File: config.mk
export PLATFORM = sky130hd
export DESIGN_NAME = alu_share_arbiter
export DESIGN_NICKNAME = d
export VERILOG_FILES = /design/src/rtl/alu_share_arbiter.sv
export SDC_FILE = /design/constraint.sdc
export NUM_CORES = 1
export LEC_CHECK = 0
export CAP_MARGIN = 10
export CELL_PAD_IN_SITES_DETAIL_PLACEMENT = 1
export CELL_PAD_IN_SITES_GLOBAL_PLACEMENT = 2
export CORE_MARGIN = 10
export CORE_UTILIZATION = 14
export CTS_BUF_LIST = sky130_fd_sc_hd__clkbuf_4 sky130_fd_sc_hd__clkbuf_8
export DETAILED_ROUTE_END_ITERATION = 6
export PLACE_DENSITY_LB_ADDON = 0.1
export SETUP_SLACK_MARGIN = 0.05
export SLEW_MARGIN = 20
export SYNTH_ARGS = -nofsm -noshare
export SYNTH_HDL_FRONTEND = slang
export SYNTH_SLANG_ARGS = --single-unit
File: constraint.sdc
create_clock -name clk -period 2.74 [get_ports clk]
set_clock_uncertainty 0.15 [all_clocks]
set_input_delay 0.274 -clock clk [delete_from_list [all_inputs] [get_ports clk]]
set_output_delay 0.274 -clock clk [all_outputs]
set_load 0.1 [all_outputs]
File: src/rtl/alu_share_arbiter.sv
// Round-robin arbiter sharing one external ALU between two valid/ready requesters,
// with a one-entry tagged response register. Optional perf counters: ALU_ARB_PERF_EN.
module alu_share_arbiter #(
    parameter int unsigned WIDTH = 32,
    parameter int unsigned OPW   = 4
) (
    input  logic             clk,
    input  logic             rst_n,
    input  logic             req0_valid,
    output logic             req0_ready,
    input  logic [WIDTH-1:0] req0_src_a,
    input  logic [WIDTH-1:0] req0_src_b,
    input  logic [OPW-1:0]   req0_op,
    input  logic             req1_valid,
    output logic             req1_ready,
    input  logic [WIDTH-1:0] req1_src_a,
    input  logic [WIDTH-1:0] req1_src_b,
    input  logic [OPW-1:0]   req1_op,
    output logic [WIDTH-1:0] alu_src_a,
    output logic [WIDTH-1:0] alu_src_b,
    output logic [OPW-1:0]   alu_op,
    input  logic [WIDTH-1:0] alu_result,
    input  logic             alu_zero,
    output logic             rsp_valid,
    input  logic             rsp_ready,
    output logic             rsp_id,
    output logic [WIDTH-1:0] rsp_result,
    output logic             rsp_zero
`ifdef ALU_ARB_PERF_EN
    ,
    output logic [15:0]      perf_grant0,
    output logic [15:0]      perf_grant1,
    output logic [15:0]      perf_stall
`endif
);

    localparam logic [0:0] EMPTY = 1'b0;
    localparam logic [0:0] FULL  = 1'b1;

    logic [0:0] state;
    logic [0:0] state_nxt;
    logic       last_grant;
    logic       slot_free_c;
    logic       grant0_c;
    logic       grant1_c;
    logic       accept_c;

    // Grant: the requester that did not win last time has priority on a tie
    always_comb begin
        slot_free_c = (state == EMPTY) | rsp_ready;
        grant0_c    = slot_free_c & req0_valid & (~req1_valid | last_grant);
        grant1_c    = slot_free_c & req1_valid & (~req0_valid | ~last_grant);
        accept_c    = grant0_c | grant1_c;
    end

    assign req0_ready = grant0_c;
    assign req1_ready = grant1_c;

    // Granted operands steer the ALU; idle drive is all-zero
    always_comb begin
        alu_src_a = '0;
        alu_src_b = '0;
        alu_op    = '0;
        if (grant0_c) begin
            alu_src_a = req0_src_a;
            alu_src_b = req0_src_b;
            alu_op    = req0_op;
        end else if (grant1_c) begin
            alu_src_a = req1_src_a;
            alu_src_b = req1_src_b;
            alu_op    = req1_op;
        end
    end

    always_ff @(posedge clk or negedge rst_n) begin
        if (!rst_n) begin
            state <= EMPTY;
        end else begin
            state <= state_nxt;
        end
    end

    // Response slot: an accept always (re)fills it, a drain without accept empties it
    always_comb begin
        state_nxt = state;
        case (state)
            EMPTY: begin
                if (accept_c) begin
                    state_nxt = FULL;
                end
            end
            FULL: begin
                if (accept_c) begin
                    state_nxt = FULL;
                end else if (rsp_ready) begin
                    state_nxt = EMPTY;
                end
            end
            default: state_nxt = EMPTY;
        endcase
    end

    assign rsp_valid = (state == FULL);

    always_ff @(posedge clk or negedge rst_n) begin
        if (!rst_n) begin
            rsp_id     <= 1'b0;
            rsp_result <= '0;
            rsp_zero   <= 1'b0;
            last_grant <= 1'b1;
        end else if (accept_c) begin
            rsp_id     <= grant1_c;
            rsp_result <= alu_result;
            rsp_zero   <= alu_zero;
            last_grant <= grant1_c;
        end
    end

`ifdef ALU_ARB_PERF_EN
    logic stall_c;
    assign stall_c = (req0_valid | req1_valid) & ~accept_c;

    // Saturating event counters
    always_ff @(posedge clk or negedge rst_n) begin
        if (!rst_n) begin
            perf_grant0 <= 16'd0;
            perf_grant1 <= 16'd0;
            perf_stall  <= 16'd0;
        end else begin
            if (grant0_c && perf_grant0 != 16'hFFFF) begin
                perf_grant0 <= perf_grant0 + 16'd1;
            end
            if (grant1_c && perf_grant1 != 16'hFFFF) begin
                perf_grant1 <= perf_grant1 + 16'd1;
            end
            if (stall_c && perf_stall != 16'hFFFF) begin
                perf_stall <= perf_stall + 16'd1;
            end
        end
    end
`endif

endmodule

Word level (Yosys, flattened, before mapping)
Cells that the tools add are included.
{"block": "word_totals", "register_bits": 36, "inputBits": 174, "output_inout_bits": 105, "elab_cells": 27}
{"block": "classes", "n_mux": 10, "n_bitwise": 12}
{"cell": "32-bit 2-to-1 mux", "count": 4}
{"cell": "4-bit 2-to-1 mux", "count": 2}
{"cell": "1-bit AND", "count": 4}
{"cell": "1-bit inverter", "count": 4}
{"cell": "1-bit OR", "count": 4}
{"cell": "1-bit 2-to-1 mux", "count": 3}
{"cell": "1-bit case mux with 2 select lines", "count": 1}

Logic depth before layout (Yosys ltp)
{"block": "depth", "ltp_word": 7, "ltp_mapped": 6, "ltp_nobuf": 3}

Worst setup path before layout
Ideal clock, no wire load.
{"block": "synth_timing", "path_kind": "register -> output", "startpoint": "register state, in the netlist rsp_valid", "endpoint": "output port alu_src_a[22]", "arrival_time_ps": 2617, "setup_slack_ps": -301, "path_stages_with_launch": 6, "n_path_buf": 2, "cell_sequence": "dfrtp_1 nand2b_4 and3_1 buf_6 buf_2 a22o_1"}
{"block": "synth_between", "elab_chain_cells": 6, "word_cells_on_any_way": 8}
{"element": "start, declared", "line": "40", "source": "logic [0:0] state;"}
{"element": "start signal, assigned", "line": "79", "source": "state <= state_nxt;"}
{"element": "1-bit inverter", "line": "50", "source": "slot_free_c = (state == EMPTY) | rsp_ready;"}
{"element": "1-bit OR", "line": "50"}
{"element": "1-bit AND (2 in a row)", "line": "52", "source": "grant1_c = slot_free_c & req1_valid & (~req0_valid | ~last_grant);"}
{"element": "via req1_ready", "line": "15", "source": "output logic req1_ready,"}
{"element": "32-bit 2-to-1 mux", "line": "68", "source": "end else if (grant1_c) begin"}
{"element": "32-bit 2-to-1 mux", "line": "64", "source": "if (grant0_c) begin"}
{"element": "end, declared", "line": "19", "source": "output logic [WIDTH-1:0] alu_src_a,"}
The timed path passes the listed nets, and every way through them passes these cells.

Worst setup path after layout
{"block": "layout_timing", "startpoint": "register last_grant", "endpoint": "output port alu_src_b[9]"}
{"block": "layout_between", "elab_chain_cells": 5, "word_cells_on_any_way": 7}
{"element": "start, declared", "line": "42", "source": "logic last_grant;"}
{"element": "start signal, assigned", "line": "115", "source": "last_grant <= grant1_c;"}
{"element": "1-bit inverter", "line": "52"}
{"element": "1-bit OR", "line": "52"}
{"element": "1-bit AND", "line": "52"}
{"element": "32-bit 2-to-1 mux", "line": "68"}
{"element": "32-bit 2-to-1 mux *", "line": "64"}
{"element": "end, declared", "line": "20", "source": "output logic [WIDTH-1:0] alu_src_b,"}
Every way passes the cells marked *; elsewhere a longest branch is shown, timed or not.

==> summary.md <==
| Metric | Value |
|---|---|
| Status | `finished clean` |
| Commonest non-fill, non-tap cell in the layout | `clkdlybuf4s50_1` |
| Initial antenna violation count | `1` |
| Die ar. | `0.0215 mm²` |
| Fin. Hold Viols | `0` |
| Final net count | `between 600 and 700` |
| Seq/Total Area, Yosys | `between 40% and 50%` |
| Detailed Place HPWL | `~14000 µm` |
| Most frequent cells in the layout | `172 x clkdlybuf4s50_1, 73 x buf_12, 59 x a22o_1, 35 x buf_4, 35 x dfrtp_1` |
| Dpl ws | `0.391 ns` |
| Ranking of synthesized cells by area | `dfrtp_1 39%, a22o_1 27%, mux2_4 20%` |
| Starting DRT DRC Count | `100` |
| Synth top area share | `39.0%` |
| Worst vdd ir | `around 0.27 mV` |
| Final Max Tran Viols | `0` |
| Period minus WS final | `2.40 ns` |
| DRC | `0` |
| Critical path type | `reg2out` |
| Leakage | `~2.5 nW` |
| PwrDens | `596 mW/mm²` |
| # IOs | `279` |
| Via density | `approximately 4` |
| Inserted Clock Buffers | `5` |
| Period utilization | `87.5%` |
| Port buffer count | `278` |
| Initial Util | `14.2%` |
| Pin count of the biggest net entering global routing | `71` |
| Yosys top cell by area | `dfrtp_1` |
| Post-synth cell types | `16` |
| Row count | `46` |
| First-pass GRT wire length | `22500 µm` |
| Maxcap violations | `0` |
| Avg Cell Area, Syn | `13.3 µm²` |
| DRT antenna net count | `0` |
| Clock Sinks | `36` |
| Die W | `147 µm` |
| Synth Cell Area | `around 0.0022 mm²` |
| First-pass iteration count of the detailed router | `6` |
| Worst Setup Start Kind | `flop` |
| Routed WL per cell | `24.2 µm` |
| Post-Synthesis Net Count | `approximately 340` |
| TNS Setup | `0 ns` |
| WP data arrival | `1.97 ns` |
| Area Overhead vs Synth | `162%` |
| Clock Latency Late Sink | `about 0.27 ns` |
| Setup bufs post-CTS | `0` |
| Worst Hold Class | `reg2reg` |
| CTS tree | `yes` |
| Via count | `~2700` |
| Setup repair after global routing missed its margin | `no` |
| Grt total ovfl | `0` |
| GPL Wtd Cong | `0.848` |
| Worst slew margin | `44.2%` |
| Post-Syn Instances | `between 150 and 200` |
| Die height | `around 150 µm` |
| Worst Setup End Kind | `primary output` |
| Root Buffer | `clkbuf_8` |
| Final setup vio count | `0` |
| Max frequency | `417 MHz` |
| Clk buf depth | `2` |
| Core footprint | `0.0158 mm²` |
| Worst setup margin | `0.344 ns` |
| Final WL | `15900 µm` |
| Synth warnings | `0` |
| Synth Register Bits | `36` |
| Reg clk slew, reported paths | `0.07 ns` |
| Vias in the first global route | `2910` |
| Worst EP required | `2.32 ns` |
| Slew @ Worst Pin | `0.837 ns` |
| H-tree depth | `2` |
| Fraction of layout cells with a size suffix above 1 | `between 30% and 40%` |
| Overall power | `3.51 mW` |
| Crit path max fanout | `70` |
| Global Route Usage Sum | `14.0%` |
## final timing paths
path	depth (start not counted)	from	end	slack, ns
worst max-delay path	5	last_grant	alu_src_b[9]	0.34
worst min-delay path	1	rsp_result[25]	rsp_result[25]	0.36
worst max register to register	4	rsp_valid	rsp_result[10]	0.95
worst min register to register	1	rsp_result[25]	rsp_result[25]	0.36
max in group asynchronous	2	rst_n	rsp_result[9]	1.44
min in group asynchronous	2	rst_n	rsp_result[27]	0.48
## per-layer routing
| metal | up-vias | part of all wire [%] | GRT usage, % |
|---|---|---|---|
| li1 | 1208 | - | - |
| met1 | 1309 | 38 | 14.9 |
| met2 | 157 | 52 | 25.3 |
| met3 | 14 | 9.0 | 5.78 |
| met4 | 0 | 1.3 | 2.65 |
| met5 | - | 0 | 0 |
## report_power, final
part	total, mW	leakage [nW]	switching (mW)	internal (mW)
Combinational	2.49	2.02	1.61	0.872
Sequential	0.657	0.417	0.0477	0.609
Clock	0.367	0.0445	0.184	0.183
## worst max-delay path, stage by stage (launching register included)
cell and delay (ns):
dfstp_2 0.56, nand2b_1 0.10, and3_2 0.21, buf_12 0.30
a22o_1 0.28, buf_12 0.19
## cell type report
cell class	instances	area [µm²]
Clock buffer	6	76.3
Antenna cell	1	2.50
Timing Repair Buffer	282	3460
Clock inverter	1	5.00
Multi-Input combinational cell	113	1170
Sequential cell	36	902
Tap cell	216	270
Fill cell	1682	9940
## registers in the layout, indices dropped and copies added (netlist names)
register / flops
last_grant: 1
rsp_result: 32
rsp_valid: 1
rsp_zero: 1
rsp_id: 1
## synth_stat cells
cell type  number
nand2_1         2
o21a_1          1
nor2_1          2
dfstp_2         1
dfrtp_1        35
nand2b_1        1
a31oi_1         1
nand2b_4        1
and3_1          2
mux2_2          3
a22o_1         68
mux2_4         30
buf_6          13
buf_8           1
a21oi_1         2
buf_2           6
## logic make-up after synthesis
family | count (synthesis) | synth area share, %
compound gates | 72 | 27.6
mux | 33 | 21.6
simple gates | 8 | 2.12
flops | 36 | 40.2
buf+inv | 20 | 8.53
## metrics by stage
step	hold slack [ns]	cell area (µm²)	utilization, %	instances
floorplan	-0.172	2260	-	169
global placement	0.289	5790	36.6	646
detailed placement	0.287	5790	36.6	646
CTS	0.369	5880	37.2	654
global route	0.375	5880	37.2	655
finish	0.363	5880	37.2	655
## what timing repair did
item | CTS | global route
resized for setup | 0 | 0
endpoints found under the setup margin | 0 | 0
hold buffers | 1 | 0
endpoints found under the hold margin | 35 | 0
Power figures use the tool's default switching activity.
==> variant 1, RTL diff (same flow settings) <==
`WIDTH`: 32 -> 64.
--- a/src/rtl/alu_share_arbiter.sv
+++ b/src/rtl/alu_share_arbiter.sv
@@ -1,7 +1,7 @@
 // Round-robin arbiter sharing one external ALU between two valid/ready requesters,
 // with a one-entry tagged response register. Optional perf counters: ALU_ARB_PERF_EN.
 module alu_share_arbiter #(
-    parameter int unsigned WIDTH = 32,
+    parameter int unsigned WIDTH = 64,
     parameter int unsigned OPW   = 4
 ) (
     input  logic             clk,
Ports: changed (8 resized); port bits go from 279 to 535. No check against the original RTL was run, so the function may have changed too.
==> variant 1 against the unedited design <==
Cell area is 93% higher. Sequential cell count is 32 higher. Highest routed layer is now met5. Routed wire length is 130% higher. First-iteration DRC count is 100% higher. Combinational power is 94% higher. Worst setup slack worse by 0.14 ns. Count of clock-buffer cells in the layout is 5 higher. Clock power is 130% higher. Area after synthesis is 72% higher. Power is 96% higher. Maximum frequency is 5.4% lower. Die area is 61% higher. Via count is 94% higher. Sequential share of layout area is 0.33 points lower.
==> variant 1: results (changes against the unedited design) <==
CP arrival -> 2.11 ns (was 1.97 ns)
Global Route Usage Sum -> 0.192 (was 0.140)
max FFs per register -> 64 (was 32)
placer's final routability congestion estimate -> 0.944 (was 0.848)
count of inverters other than clock inverters in the layout -> 2 (was 0)
Met1 Routed Length -> 10900 um (was 5970 um)
filler cell count in the final layout -> 2852 (was 1682)
gate family responsible for the most delay along the worst path -> buffers and inverters (was flip-flops)
number of placed instances, taps included -> 1202 (was 646)
sequential fraction of design power -> 0.179 (was 0.187)
total wirelength of the detailed-routed design -> 36300 um (was 15900 um)
ClkCell Share -> 0.0172 (was 0.0138)
total nets after synthesis -> 647 (was 343)
met2 demand-to-capacity share in global routing -> 0.377 (was 0.253)
Slowest-stage cell, CP -> dfrtp_1 (was dfstp_2)
metal2 WL -> 21100 um (was 8280 um)
Signal buf overhead -> 0.597 (was 0.588)
DRT iter0 DRCs -> 202 (was 100)
count of unique library cells instantiated by Yosys -> 18 (was 16)
proportion of layout cells with a drive suffix above 1 -> 0.519 (was 0.372)
status -> complete, no violations (unchanged)
capture point of the worst path -> alu_src_a[19] (was alu_src_b[9])
total iterations of the first detailed-routing run -> 4 (was 6)
CP max stage delay -> 0.40 ns (was 0.56 ns)
htree depth -> 3 (was 2)
placed cell area -> 11100 sq um (was 5790 sq um)
sequential cell count -> 68 (was 36)
number of buffers other than clock buffers in the final layout -> 554 (was 282)
GR Util met1 -> 0.169 (was 0.149)
clock tree buffer count of the final layout -> 11 (was 6)
Detail Route met3 WL -> 3580 um (was 1430 um)
total area of sequential cells -> 1700 sq um (was 902 sq um)
internal power of the cells -> 3.27 mW (was 1.66 mW)
total via count in the routed design -> 5205 (was 2688)
Global Route met3 Usage -> 0.0761 (was 0.0578)
multi-input logic portion of the cell area -> 0.190 (was 0.198)
leakage power summed over all cells -> 4.65 nW (was 2.48 nW)
layout multi-input combinational cell count -> 207 (was 113)
headroom to the max-slew limit -> 0.485 (was 0.442)
global-route wire length before repair -> 46600 um (was 22500 um)
area fraction in compound gates after synthesis -> 0.312 (was 0.276)
[variant 1: cell types whose count changed in the layout (fill, tap and decap cells not counted), sizes merged, moves of 5 or more]
| cell | before | now |
|---|---|---|
| a22o | 68 | 132 |
| buf | 109 | 221 |
| clkbuf | 6 | 11 |
| clkdlybuf4s50 | 172 | 332 |
| dfrtp | 35 | 67 |
| diode | 1 | 15 |
| mux2 | 33 | 65 |
[variant 1: per-stage QoR]
step / setup slack, ns / setup TNS (ns) / hold slack [ns] / power, mW / util
floorplan: -0.172 / -1.21 / -0.172 / 4.20 / -
global placement: 0.315 / 0 / 0.238 / 6.07 / 0.410
detailed placement: 0.264 / 0 / 0.259 / 6.10 / 0.410
CTS: 0.188 / 0 / 0.358 / 6.97 / 0.417
global route: 0.107 / 0 / 0.368 / 7.11 / 0.419
finish: 0.207 / 0 / 0.358 / 6.88 / 0.419
[variant 1: what timing repair did]
item                                   in CTS  in global routing
setup buffers                               0                  0
endpoints found under the hold margin      32                  0
hold buffers                                1                  0
==> variant 2, RTL diff (same flow settings) <==
Without the edit above. The option `ALU_ARB_PERF_EN` is turned on by a define.
--- a/src/rtl/alu_share_arbiter.sv
+++ b/src/rtl/alu_share_arbiter.sv
@@ -1,5 +1,7 @@
 // Round-robin arbiter sharing one external ALU between two valid/ready requesters,
 // with a one-entry tagged response register. Optional perf counters: ALU_ARB_PERF_EN.
+`define ALU_ARB_PERF_EN
+
 module alu_share_arbiter #(
     parameter int unsigned WIDTH = 32,
     parameter int unsigned OPW   = 4
Function (old outputs only; new: perf_grant0, perf_grant1 and perf_stall): kept (Yosys induction, for registers that start in step).
==> variant 2 against the unedited design <==
Routed wire length grew 65%. Hold slack worse by 0.099 ns. Maximum frequency decreased by 4.4%. Die area rose by 83%. Power rose by 110%. Worst setup slack lost 0.11 ns. Area after synthesis increased by 98%. Sequential cell count grew 48. Cell area increased by 56%. Largest power group unchanged. Highest routed layer unchanged.
==> variant 2: results (changes against the unedited design) <==
count of nets after finishing -> 903 (was 612)
count of unique library cells instantiated by Yosys -> 45 (was 16)
largest net degree at the start of global routing -> 45 (was 71)
Register-to-Register Setup Slack -> 0.60 ns (was 0.95 ns)
part of the Yosys area used for sequential elements -> 0.472 (was 0.402)
antenna violations before repair -> 0 (was 1)
buffers added on ports -> 326 (was 278)
status -> complete, no violations (unchanged)
proportion of layout cells with a drive suffix above 1 -> 0.411 (was 0.372)
placed wire-length estimate after detailed placement -> 21700 um (was 13600 um)
total iterations of the first detailed-routing run -> 4 (was 6)
total via count in the routed design -> 4578 (was 2688)
total wirelength of the detailed-routed design -> 26200 um (was 15900 um)
htree depth -> 3 (was 2)
top cells by count, synth -> dfrtp_1 (83), a22o_1 (68), mux2_2 (34) (was a22o_1 (68), dfrtp_1 (35), mux2_4 (30))
worst min-delay path class -> input port to async pin (was register to register)
clk_lat worst skew -> 0.38 ns (was 0.27 ns)
ant diodes -> 0 (was 1)
placed cell area -> 8970 sq um (was 5790 sq um)
peak fanout along the critical path -> 31 (was 70)
leakage power summed over all cells -> 3.92 nW (was 2.48 nW)
proportion of register bits with asynchronous set or reset after synthesis -> 1.00 (unchanged)
number of standard cells in the final layout excluding fillers -> 1132 (was 655)
VDD IR-drop max -> 543 uV (was 265 uV)
number of CTS-inserted buffers -> 9 (was 5)
syn avg cell area -> 11.3 sq um (was 13.3 sq um)
capture point of the worst path -> alu_src_b[21] (was alu_src_b[9])
gate family responsible for the most delay along the worst path -> buffers and inverters (was flip-flops)
Slowest-stage cell, CP -> clkdlybuf4s50_1 (was dfstp_2)
DRT iter0 DRCs -> 156 (was 100)
Global Route Usage Sum -> 0.127 (was 0.140)
slew at the pin closest to its max-slew limit -> 0.561 ns (was 0.837 ns)
CP max stage delay -> 0.47 ns (was 0.56 ns)
top cells by area in the synthesized netlist -> dfrtp_1 (47%), a22o_1 (13%), mux2_2 (8.6%), xor2_1 (5.7%), nand4_1 (2.2%) (was dfrtp_1 (39%), a22o_1 (27%), mux2_4 (20%), buf_6 (6.5%), mux2_2 (1.5%))
global-route wire length before repair -> 36800 um (was 22500 um)
most used standard cell by instance count after synthesis -> dfrtp_1 (was a22o_1)
reg2reg end -> perf_stall[10] (was rsp_result[10])
vias in the first global route -> 4971 (was 2910)
placer's final routability congestion estimate -> 0.800 (was 0.848)
total nets after synthesis -> 571 (was 343)
clock input transition at the sequential cells of the worst setup and hold paths -> 0.09 ns (was 0.07 ns)
variant 2: logic make-up (layout without fill, tap and decap cells):
family,Yosys count,count (layout),synth area share
AOI/OAI and AO/OA,91,91,0.172
xor gates and xnor gates,40,40,0.0787
and+or+nand+nor,108,108,0.147
DFF,84,84,0.472
buffers and inverters,31,367,0.0281
adders and majority gates,3,3,0.00843
muxes,37,37,0.0936
variant 2: report_power, final:
| part | leakage (nW) | switching (mW) | internal [mW] |
|---|---|---|---|
| logic | 2.78 | 3.25 | 1.27 |
| clock network | 0.105 | 0.484 | 0.465 |
| registers | 1.03 | 0.288 | 1.49 |
variant 2: worst min-delay path by stage:
stage,startpoint,end,slack (ns),cells after the start
after detailed placement,rst_n,rsp_result[10],0.16,1
after global placement,rst_n,rsp_result[10],0.15,1
final,rst_n,rsp_result[10],0.26,2
after global routing,rst_n,rsp_result[10],0.30,2
after floorplan,rst_n,perf_grant0[0],-0.17,0
after CTS,rst_n,rsp_result[10],0.26,2
variant 2: cell type report:
cell class,count,area (sq um)
repair buffers,342,3950
multi-input cells,279,2380
inverters,10,37.5
clock inverters,4,48.8
well taps,402,503
clock buffers,11,151
fillers,3477,22300
flip-flops and latches,84,2100
variant 2: worst register-to-register path: cells and delay by family, from the launching register on:
kind	cells	cell delay, ns
flip-flops	1	0.44
AND/OR/NAND/NOR	3	1.10
adder cells (fa/ha/maj)	1	0.20
XOR/XNOR	1	0.17
variant 2: metrics by stage:
stage	hold WS, ns	worst slack (ns)
CTS	0.262	0.133
global placement	0.154	0.134
finish	0.265	0.235
detailed placement	0.161	0.151
floorplan	-0.172	0.0704
global route	0.301	0.0515
variant 2: metal layers:
layer | wire [um] | vias up | part of all wire | global-route usage
li1 | - | 2164 | - | -
met1 | 10400 | 2300 | 0.40 | 0.151
met2 | 14100 | 104 | 0.54 | 0.222
met3 | 1420 | 10 | 0.054 | 0.0348
met4 | 234 | 0 | 0.0089 | 0.0248
met5 | 0 | - | 0 | 0
